===== config.mk =====
export PLATFORM = sky130hd
export DESIGN_NAME = seq_multiplier
export DESIGN_NICKNAME = d
export VERILOG_FILES = /design/src/rtl/seq_multiplier.sv
export SDC_FILE = /design/constraint.sdc
export NUM_CORES = 1
export LEC_CHECK = 0
export ABC_AREA = 1
export BUFFER_PORTS_ARGS = -buffer_cell sky130_fd_sc_hd__buf_2
export CAP_MARGIN = 20
export CORE_ASPECT_RATIO = 0.8
export CORE_MARGIN = 5
export CORE_UTILIZATION = 25
export DETAILED_ROUTE_END_ITERATION = 8
export SYNTH_ARGS = -nofsm -noshare
export SYNTH_HDL_FRONTEND = slang
export SYNTH_SLANG_ARGS = --single-unit

===== constraint.sdc =====
create_clock -name clk -period 3.7 [get_ports clk]
set_input_delay 0.74 -clock clk [delete_from_list [all_inputs] [get_ports clk]]
set_output_delay 0.74 -clock clk [all_outputs]
set_load 0.1 [all_outputs]

===== src/rtl/seq_multiplier.sv =====
// seq_multiplier
//   Sequential shift-add multiplier. One operand pair is accepted over a
//   valid/ready handshake. The product appears WIDTH cycles later and is held
//   until the consumer takes it. Signed operation works in sign-magnitude:
//   the magnitudes are multiplied and the result is negated at the end if needed.
//
// Ports
//   clk        rising-edge clock
//   rst_n      asynchronous active-low reset
//   in_valid   operand pair A/B/sgn valid
//   in_ready   block can accept operands (IDLE)
//   A, B       multiplicand / multiplier, WIDTH bits
//   sgn        1 = two's-complement operands, 0 = unsigned
//   out_valid  P holds a completed product
//   out_ready  consumer accepts P
//   P          2*WIDTH-bit product
//   busy       iteration in progress
module seq_multiplier #(
    parameter int WIDTH = 8
) (
    input  logic                 clk,
    input  logic                 rst_n,
    input  logic                 in_valid,
    output logic                 in_ready,
    input  logic [WIDTH-1:0]     A,
    input  logic [WIDTH-1:0]     B,
    input  logic                 sgn,
    output logic                 out_valid,
    input  logic                 out_ready,
    output logic [2*WIDTH-1:0]   P,
    output logic                 busy
);

    localparam int CW = (WIDTH > 2) ? $clog2(WIDTH) : 1;
    localparam logic [CW-1:0] LAST = CW'(WIDTH - 1);

    localparam logic [1:0] S_IDLE = 2'd0;
    localparam logic [1:0] S_BUSY = 2'd1;
    localparam logic [1:0] S_DONE = 2'd2;

    logic [1:0]         state_q, state_d;
    logic [WIDTH-1:0]   mcand_q, mcand_d;
    logic [WIDTH-1:0]   mplier_q, mplier_d;
    logic               neg_q, neg_d;
    logic [2*WIDTH-1:0] acc_q, acc_d;
    logic [CW-1:0]      count_q, count_d;
    logic [2*WIDTH-1:0] p_q, p_d;
    logic               out_valid_q, out_valid_d;

    logic [WIDTH-1:0]   abs_a, abs_b;
    logic [2*WIDTH-1:0] addend, acc_sum;

    always_comb begin
        // Magnitudes as unsigned WIDTH-bit values: the most negative operand
        // maps to 2^(WIDTH-1), which still fits.
        abs_a = (sgn && A[WIDTH-1]) ? -A : A;
        abs_b = (sgn && B[WIDTH-1]) ? -B : B;

        // Partial product for this iteration, aligned at bit position count.
        addend  = mplier_q[0] ? ({{WIDTH{1'b0}}, mcand_q} << count_q) : '0;
        acc_sum = acc_q + addend;

        state_d     = state_q;
        mcand_d     = mcand_q;
        mplier_d    = mplier_q;
        neg_d       = neg_q;
        acc_d       = acc_q;
        count_d     = count_q;
        p_d         = p_q;
        out_valid_d = out_valid_q;

        case (state_q)
            S_IDLE: begin
                if (in_valid) begin
                    mcand_d  = abs_a;
                    mplier_d = abs_b;
                    neg_d    = sgn & (A[WIDTH-1] ^ B[WIDTH-1]);
                    acc_d    = '0;
                    count_d  = '0;
                    state_d  = S_BUSY;
                end
            end
            S_BUSY: begin
                acc_d    = acc_sum;
                mplier_d = mplier_q >> 1;
                count_d  = count_q + 1'b1;
                if (count_q == LAST) begin
                    // Final partial product is folded in before the sign fix-up.
                    p_d         = neg_q ? -acc_sum : acc_sum;
                    out_valid_d = 1'b1;
                    state_d     = S_DONE;
                end
            end
            S_DONE: begin
                if (out_ready) begin
                    out_valid_d = 1'b0;
                    state_d     = S_IDLE;
                end
            end
            default: state_d = S_IDLE;
        endcase
    end

    always_ff @(posedge clk or negedge rst_n) begin
        if (!rst_n) begin
            state_q     <= S_IDLE;
            mcand_q     <= '0;
            mplier_q    <= '0;
            neg_q       <= 1'b0;
            acc_q       <= '0;
            count_q     <= '0;
            p_q         <= '0;
            out_valid_q <= 1'b0;
        end else begin
            state_q     <= state_d;
            mcand_q     <= mcand_d;
            mplier_q    <= mplier_d;
            neg_q       <= neg_d;
            acc_q       <= acc_d;
            count_q     <= count_d;
            p_q         <= p_d;
            out_valid_q <= out_valid_d;
        end
    end

    assign in_ready  = (state_q == S_IDLE);
    assign busy      = (state_q == S_BUSY);
    assign out_valid = out_valid_q;
    assign P         = p_q;

endmodule


==> summary.md, run 1 <==
| Metric | Value |
|---|---|
| Die area | between 15000 and 20000 um2 |
| IO Pins | 40 |
| CP endpoint kind | register |
| Setup TNS | 0 ns |
| Htree depth | 2 |
| Worst-Margin Slew | 0.831 ns |
| Grt ovf | 0 |
| Post-Synth Simple-Gate Area | between 30% and 40% |
| Synth Warn # | 0 |
| Crit-path cells | clkinv_1 -> nand2_1 -> nor2_1 -> ha_1 -> fa_1 -> inv_1 -> nand2_1 -> a21oi_1 -> nand3_1 -> nor2_2 -> nand3_2 -> nor2_4 -> nand3_1 -> nand2_1 -> nand2_1 -> nand3_1 -> nand2_1 |
| Top cells by count, synth | nand2_1 (188), inv_1 (74), o21ai_0 (57), dfrtp_1 (55), nor2_1 (45) |
| EDFF count, synth | 0 |
| Max stage delay on crit path | 0.52 ns |
| Synth Area in Compound Gates | ~13% |
| ANT cells | 0 |
| HPWL after DPL | 7790 um |
| Outcome | finished, final reports clean |
| Cells after Synth | 583 |
| First-pass GRT wire length | around 17000 um |
| Clock Tree Buf Depth | 2 |
| Core area | approximately 16000 um2 |
| Critical path launch point type | register |
| RSZ-0062 raised after global routing | false |
| Adder-Cell Fraction of Synth Area | under 10% |
| Max-cap viol count | 0 |
| CP top delay family | simple AND/OR/NAND/NOR gates |
| Layout cells sized above 1 | 13.2% |
| Crit path time final | 3.12 ns |
| Tcrit/Tclk final | between 80% and 90% |
| Mux share of post-synthesis cell area | 0.252% |
| Critical Path RT | 3.89 ns |
| Total Routing Usage GR | a little under an eighth |
| Post-CTS Hold Buffers | 0 |
| Clk sinks | 55 |
| Crit Path Class | register to register |
| Avg Inst Size Synth | roughly 6.8 um2 |
| Post-Syn Nets | around 630 |
| F_max | around 320 MHz |
| Post-CTS sizing | 0 |
| Post-synth top area share | roughly a third |
| Worst Path Arrival | between 3 and 4 ns |
| Synth Area in XOR/XNOR | under 10% |
| Crit path top cell by count | nand2_1 |
| Top-count cell post-synth | nand2_1 |
| Post-DRT Antenna Nets | 0 |
| Starting Density | around a quarter |
| Post-DR vias/cell | ~4.4 |
| Area Growth Syn to Fin | 15.3% |
| Clk_skew | 0.00720 ns |
| DR iter-0 viols | about 220 |
| Post-synth ARST share | 100% |
| Clock root buffer master | clkbuf_16 |
| Number of detailed-route iterations in the first pass | 5 |
| Wirelength per Cell | 11.9 um |
| Final Worst Setup Slack | between 0.5 and 0.6 ns |
| Post-CTS Setup Bufs | 0 |
| Vias in the first global route | ~3600 |
| CTS clk-pin slew, worst paths | 0.07 ns |
| Seq/Total Area, Yosys | 34.6% |
| Max-slew violations | 0 |
| Final nets | ~660 |
| Largest net degree at the start of global routing | 36 |
| Top FF cell, synth | dfrtp_1 |
| CTS tree | built |
| Chip width | roughly 150 um |
| Port-buffer cells | 39 |
| Initial antenna violation count | 0 |
| Die Y | approximately 120 um |
| Yosys reg bits | 55 |
| Final Hold Viols | 0 |
| DRC Markers | 0 |
| Worst-Skew Late Latency | approximately 0.30 ns |
| Total wire length | 9980 um |
| Buf/Inv on CP | 2 |
| Top post-synthesis cells by area | dfrtp_1 (35%), nand2_1 (18%), o21ai_0 (7.2%) |
| Largest family of logic cells by synthesized area | simple AND/OR/NAND/NOR gates |
| Slew headroom | approximately 45% |
| Post-synth top area cell | dfrtp_1 |
| Hold/Removal Path Class | register to register |
| Setup slack at placement | 0.599 ns |
| Via count | between 3000 and 4000 |
| Slowest-stage cell, CP | dfrtp_1 |
| Synth cell types | 33 |
| Final setup fails | 0 |
| Placer Congestion | 0.884 |
| Peak fanout along the critical path | 11 |
| Cts bufs inserted | 5 |
| Mapped Area | 3980 um2 |
| Site Rows | 41 |
cell usage in the layout (no fill, tap or decap), types with 4 or more instances in the layout:
cell / count
nor3_1: 4
o21ai_0: 57
xnor2_1: 10
inv_1: 74
dfrtp_1: 55
xor2_1: 7
a21oi_1: 10
clkbuf_16: 5
ha_1: 20
buf_4: 5
nand2_1: 188
nor2_2: 4
a22oi_1: 6
nor2_1: 45
nand2_2: 18
nand3b_1: 4
buf_2: 39
nand3_1: 33
o22ai_1: 9
layout make-up:
cell class,instances,area (um2)
clock buffers,6,129
clock inverters,1,30.0
fillers,1754,11100
inverters,78,293
multi-input cells,437,2260
flip-flops and latches,55,1380
well taps,215,269
repair buffers,44,233
stage by stage:
stage | hold WS (ns) | cell area (um2) | util (%) | std cells
2_1_floorplan | 0.444 | 3980 | - | 583
3_3_place_gp | 0.467 | 4430 | 28.2 | 829
3_5_place_dp | 0.465 | 4430 | 28.2 | 829
4_1_cts | 0.483 | 4590 | 29.2 | 836
5_1_grt | 0.516 | 4590 | 29.2 | 836
6_report | 0.479 | 4590 | 29.2 | 836
worst paths after layout:
kind / startpoint / endpoint / slack (ns) / cells after the start
setup reg to reg: count_q[1] / P[13] / 0.58 / 17
max in group asynchronous: rst_n / state_q[1] / 2.36 / 2
hold / removal: P[14] / P[14] / 0.48 / 2
hold reg to reg: P[14] / P[14] / 0.48 / 2
setup / recovery: count_q[1] / P[13] / 0.58 / 17
min in group asynchronous: rst_n / acc_q[12] / 0.54 / 1
worst reg2reg max path, delay by kind of cell, from the launching register on:
| kind | cells | cell delay [ns] |
|---|---|---|
| compound gates | 1 | 0.18 |
| fa+ha+maj | 2 | 0.67 |
| buf+inv | 2 | 0.43 |
| flops | 1 | 0.52 |
| simple gates | 12 | 1.21 |
flip-flops by register name, summed over array words and instances, names as in the netlist:
register and flops:
state_q 2, acc_q 16, P 16, mplier_q 8, neg_q 1, mcand_q 8, count_q 3, out_valid 1
kinds of logic after synthesis:
logic type | Yosys count
AOI/OAI and AO/OA | 90
xor gates and xnor gates | 17
adders and majority gates | 21
buffers and inverters | 91
DFF | 55
muxes | 1
and+or+nand+nor | 308
per-layer routing:
metal	part of all wire [%]	wire (um)	vias to the layer above	track usage [%]
li1	-	-	1938	-
met1	55	5520	1678	17.7
met2	41	4060	61	16.6
met3	2.8	277	11	1.70
met4	1.3	131	0	2.77
met5	0	0	-	0
Power of run 1 is left out: the tool's default activity adds up to more than one toggle a clock period on the data nets, which glitch-free logic cannot reach.
==> run 2, diff against run 1 <==
==> constraint.sdc (replaced) <==
create_clock -name clk -period 2.9 [get_ports clk]
set_input_delay 0.58 -clock clk [delete_from_list [all_inputs] [get_ports clk]]
set_output_delay 0.58 -clock clk [all_outputs]
set_load 0.1 [all_outputs]
==> summary.md, run 2 (same netlist as run 1, synthesis figures left out) <==
| Metric | Value |
|---|---|
| CP top delay family | simple AND/OR/NAND/NOR gates |
| Area Growth Syn to Fin | 24.6% |
| Critical path launch point type | register |
| Via count | 3737 (+1.3%) |
| Layout cells sized above 1 | 24.5% (+11 points) |
| Worst-Margin Slew | 0.723 ns (-0.108 ns) |
| Setup slack at placement | -0.0279 ns (-0.627 ns) |
| Total wire length | 10200 um (+1.8%) |
| Buf/Inv on CP | 1 (-1) |
| Max-slew violations | 0 (unchanged) |
| Post-CTS Hold Buffers | 0 (unchanged) |
| Met1 Use GR | 17.4% (-0.23 points) |
| DRC Markers | 0 (unchanged) |
| HPWL after DPL | 7740 um (-0.60%) |
| CP endpoint kind | register |
| Cts bufs inserted | 5 (unchanged) |
| Core area | 15700 um2 (unchanged) |
| Slew headroom | 51.8% (+7.2 points) |
| Met2 Use GR | 16.1% (-0.53 points) |
| Grt ovf | 0 (unchanged) |
| Tcrit/Tclk final | 94.7% (+10 points) |
| Clock root buffer master | clkbuf_16 |
| ANT cells | 0 (unchanged) |
| Hold Slack | 0.430 ns (-0.0490 ns) |
| Port-buffer cells | 39 (unchanged) |
| GRT met3 Usage | 1.77% (+0.074 points) |
| Final Hold Viols | 0 (unchanged) |
| Clk sinks | 55 (unchanged) |
| First-pass GRT wire length | 16600 um (-4.0%) |
| Outcome | finished, final reports clean |
| Worst Path Arrival | 2.94 ns (-0.36 ns) |
| CTS clk-pin slew, worst paths | 0.07 ns (about the same) |
| Peak fanout along the critical path | 8 (-3) |
| Final setup fails | 0 (unchanged) |
| Critical Path RT | 3.10 ns (-0.79 ns) |
| Crit-path cells | clkinvlp_4 -> nand2_2 -> nor2_4 -> ha_4 -> fa_1 -> nand2_2 -> nand2_2 -> nand3b_1 -> nand3_1 -> nor2_2 -> nand3_4 -> nor2_4 -> nand2_2 -> nand2_2 -> nand3_2 -> nand3_2 -> nand2_2 |
| Max stage delay on crit path | 0.45 ns (-0.07 ns) |
| Post-DR vias/cell | 4.37 (-1.0%) |
| Initial antenna violation count | 0 (unchanged) |
| Number of detailed-route iterations in the first pass | 4 (-1) |
| Crit path time final | 2.75 ns (-0.374 ns) |
| IO Pins | 40 (unchanged) |
| Core Util, Final | 31.6% (+2.4 points) |
| Worst-Skew Late Latency | 0.30 ns (about the same) |
| F_max | 364 MHz (+14%) |
| Clk_skew | 0.00572 ns (-0.00149 ns) |
| Busiest grt layer | met1 |
| RSZ-0062 raised after global routing | true |
| Sequential standard cell area | 1380 um2 (about the same) |
| Worst reg-to-reg setup slack | 0.15 ns (-0.43 ns) |
| Crit path top cell by count | nand2_2 |
| Die Y | 123 um (unchanged) |
| CTS tree | built |
| Crit Path Class | register to register |
| Post-DRT Antenna Nets | 0 (unchanged) |
| Largest net degree at the start of global routing | 56 (+56%) |
| Wirelength per Cell | 11.9 um (-0.54%) |
| Site Rows | 41 (unchanged) |
| Final nets | 682 (+2.9%) |
| Max-cap viol count | 0 (unchanged) |
| Commonest non-fill, non-tap cell in the layout | nand2_1 |
| Hold/Removal Path Class | input pin to async pin |
| Total Routing Usage GR | 11.1% (-0.34 points) |
| Slowest-stage cell, CP | fa_1 |
| Multi-input logic area | 2480 um2 (+9.8%) |
| Die area | 18500 um2 (unchanged) |
| Htree depth | 2 (unchanged) |
| Vias in the first global route | 3355 (-5.7%) |
| Placer Congestion | 0.853 (-3.6%) |
| Clock Tree Buf Depth | 2 (unchanged) |
| Final Worst Setup Slack | 0.155 ns (-0.426 ns) |
| Most frequent cells in the layout | nand2_1 (167), inv_1 (71), dfrtp_1 (54) |
| FILL cells | 1725 (-1.7%) |
| Starting Density | 25.3% (unchanged) |
| Chip width | 151 um (unchanged) |
| DR iter-0 viols | 160 (-26%) |
run 2: cell types whose count changed in the layout (fill, tap and decap cells not counted), moves of 5 or more:
| cell | delta |
|---|---|
| nand2_1 | -21 |
| buf_4 | +17 |
| nand2_2 | +17 |
| nor2_1 | -11 |
| o21ai_0 | -9 |
| nor2_2 | +7 |
| o21ai_2 | +6 |
| a21oi_1 | -5 |
| a21oi_2 | +5 |
run 2: what timing repair did:
item                                    in CTS  in global routing
endpoints found under the setup margin       4                 11
setup buffers                                0                  8
gates resized for setup                      1                 78
pin swaps                                    0                 37
run 2: worst paths after layout:
kind | from | end | cells after the start
setup / recovery | count_q[1] | P[15] | 17
hold / removal | rst_n | acc_q[12] | 2
setup reg to reg | count_q[1] | P[15] | 17
hold reg to reg | P[9] | P[9] | 2
max in group asynchronous | rst_n | count_q[0] | 2
min in group clk | P[9] | P[9] | 2
run 2: layout make-up:
class,count,area share [%]
well taps,215,5.43
clock inverters,2,0.278
repair buffers,63,7.72
multi-input cells,437,50.0
flip-flops and latches,55,27.8
inverters,78,5.98
clock buffers,6,2.80
run 2: routing by layer:
metal,vias up,routed length (um)
li1,1982,-
met1,1707,5590
met2,46,4280
met3,2,248
met4,0,51
met5,-,0
run 2: per-stage QoR:
stage	cell area (um2)	instances	TNS, ns
floorplan	3980	583	0
global placement	4510	840	-0.00758
detailed placement	4510	840	-0.0374
CTS	4660	848	0
global route	4960	856	-0.199
finish	4960	856	0
Power of run 2 is left out for the same reason.
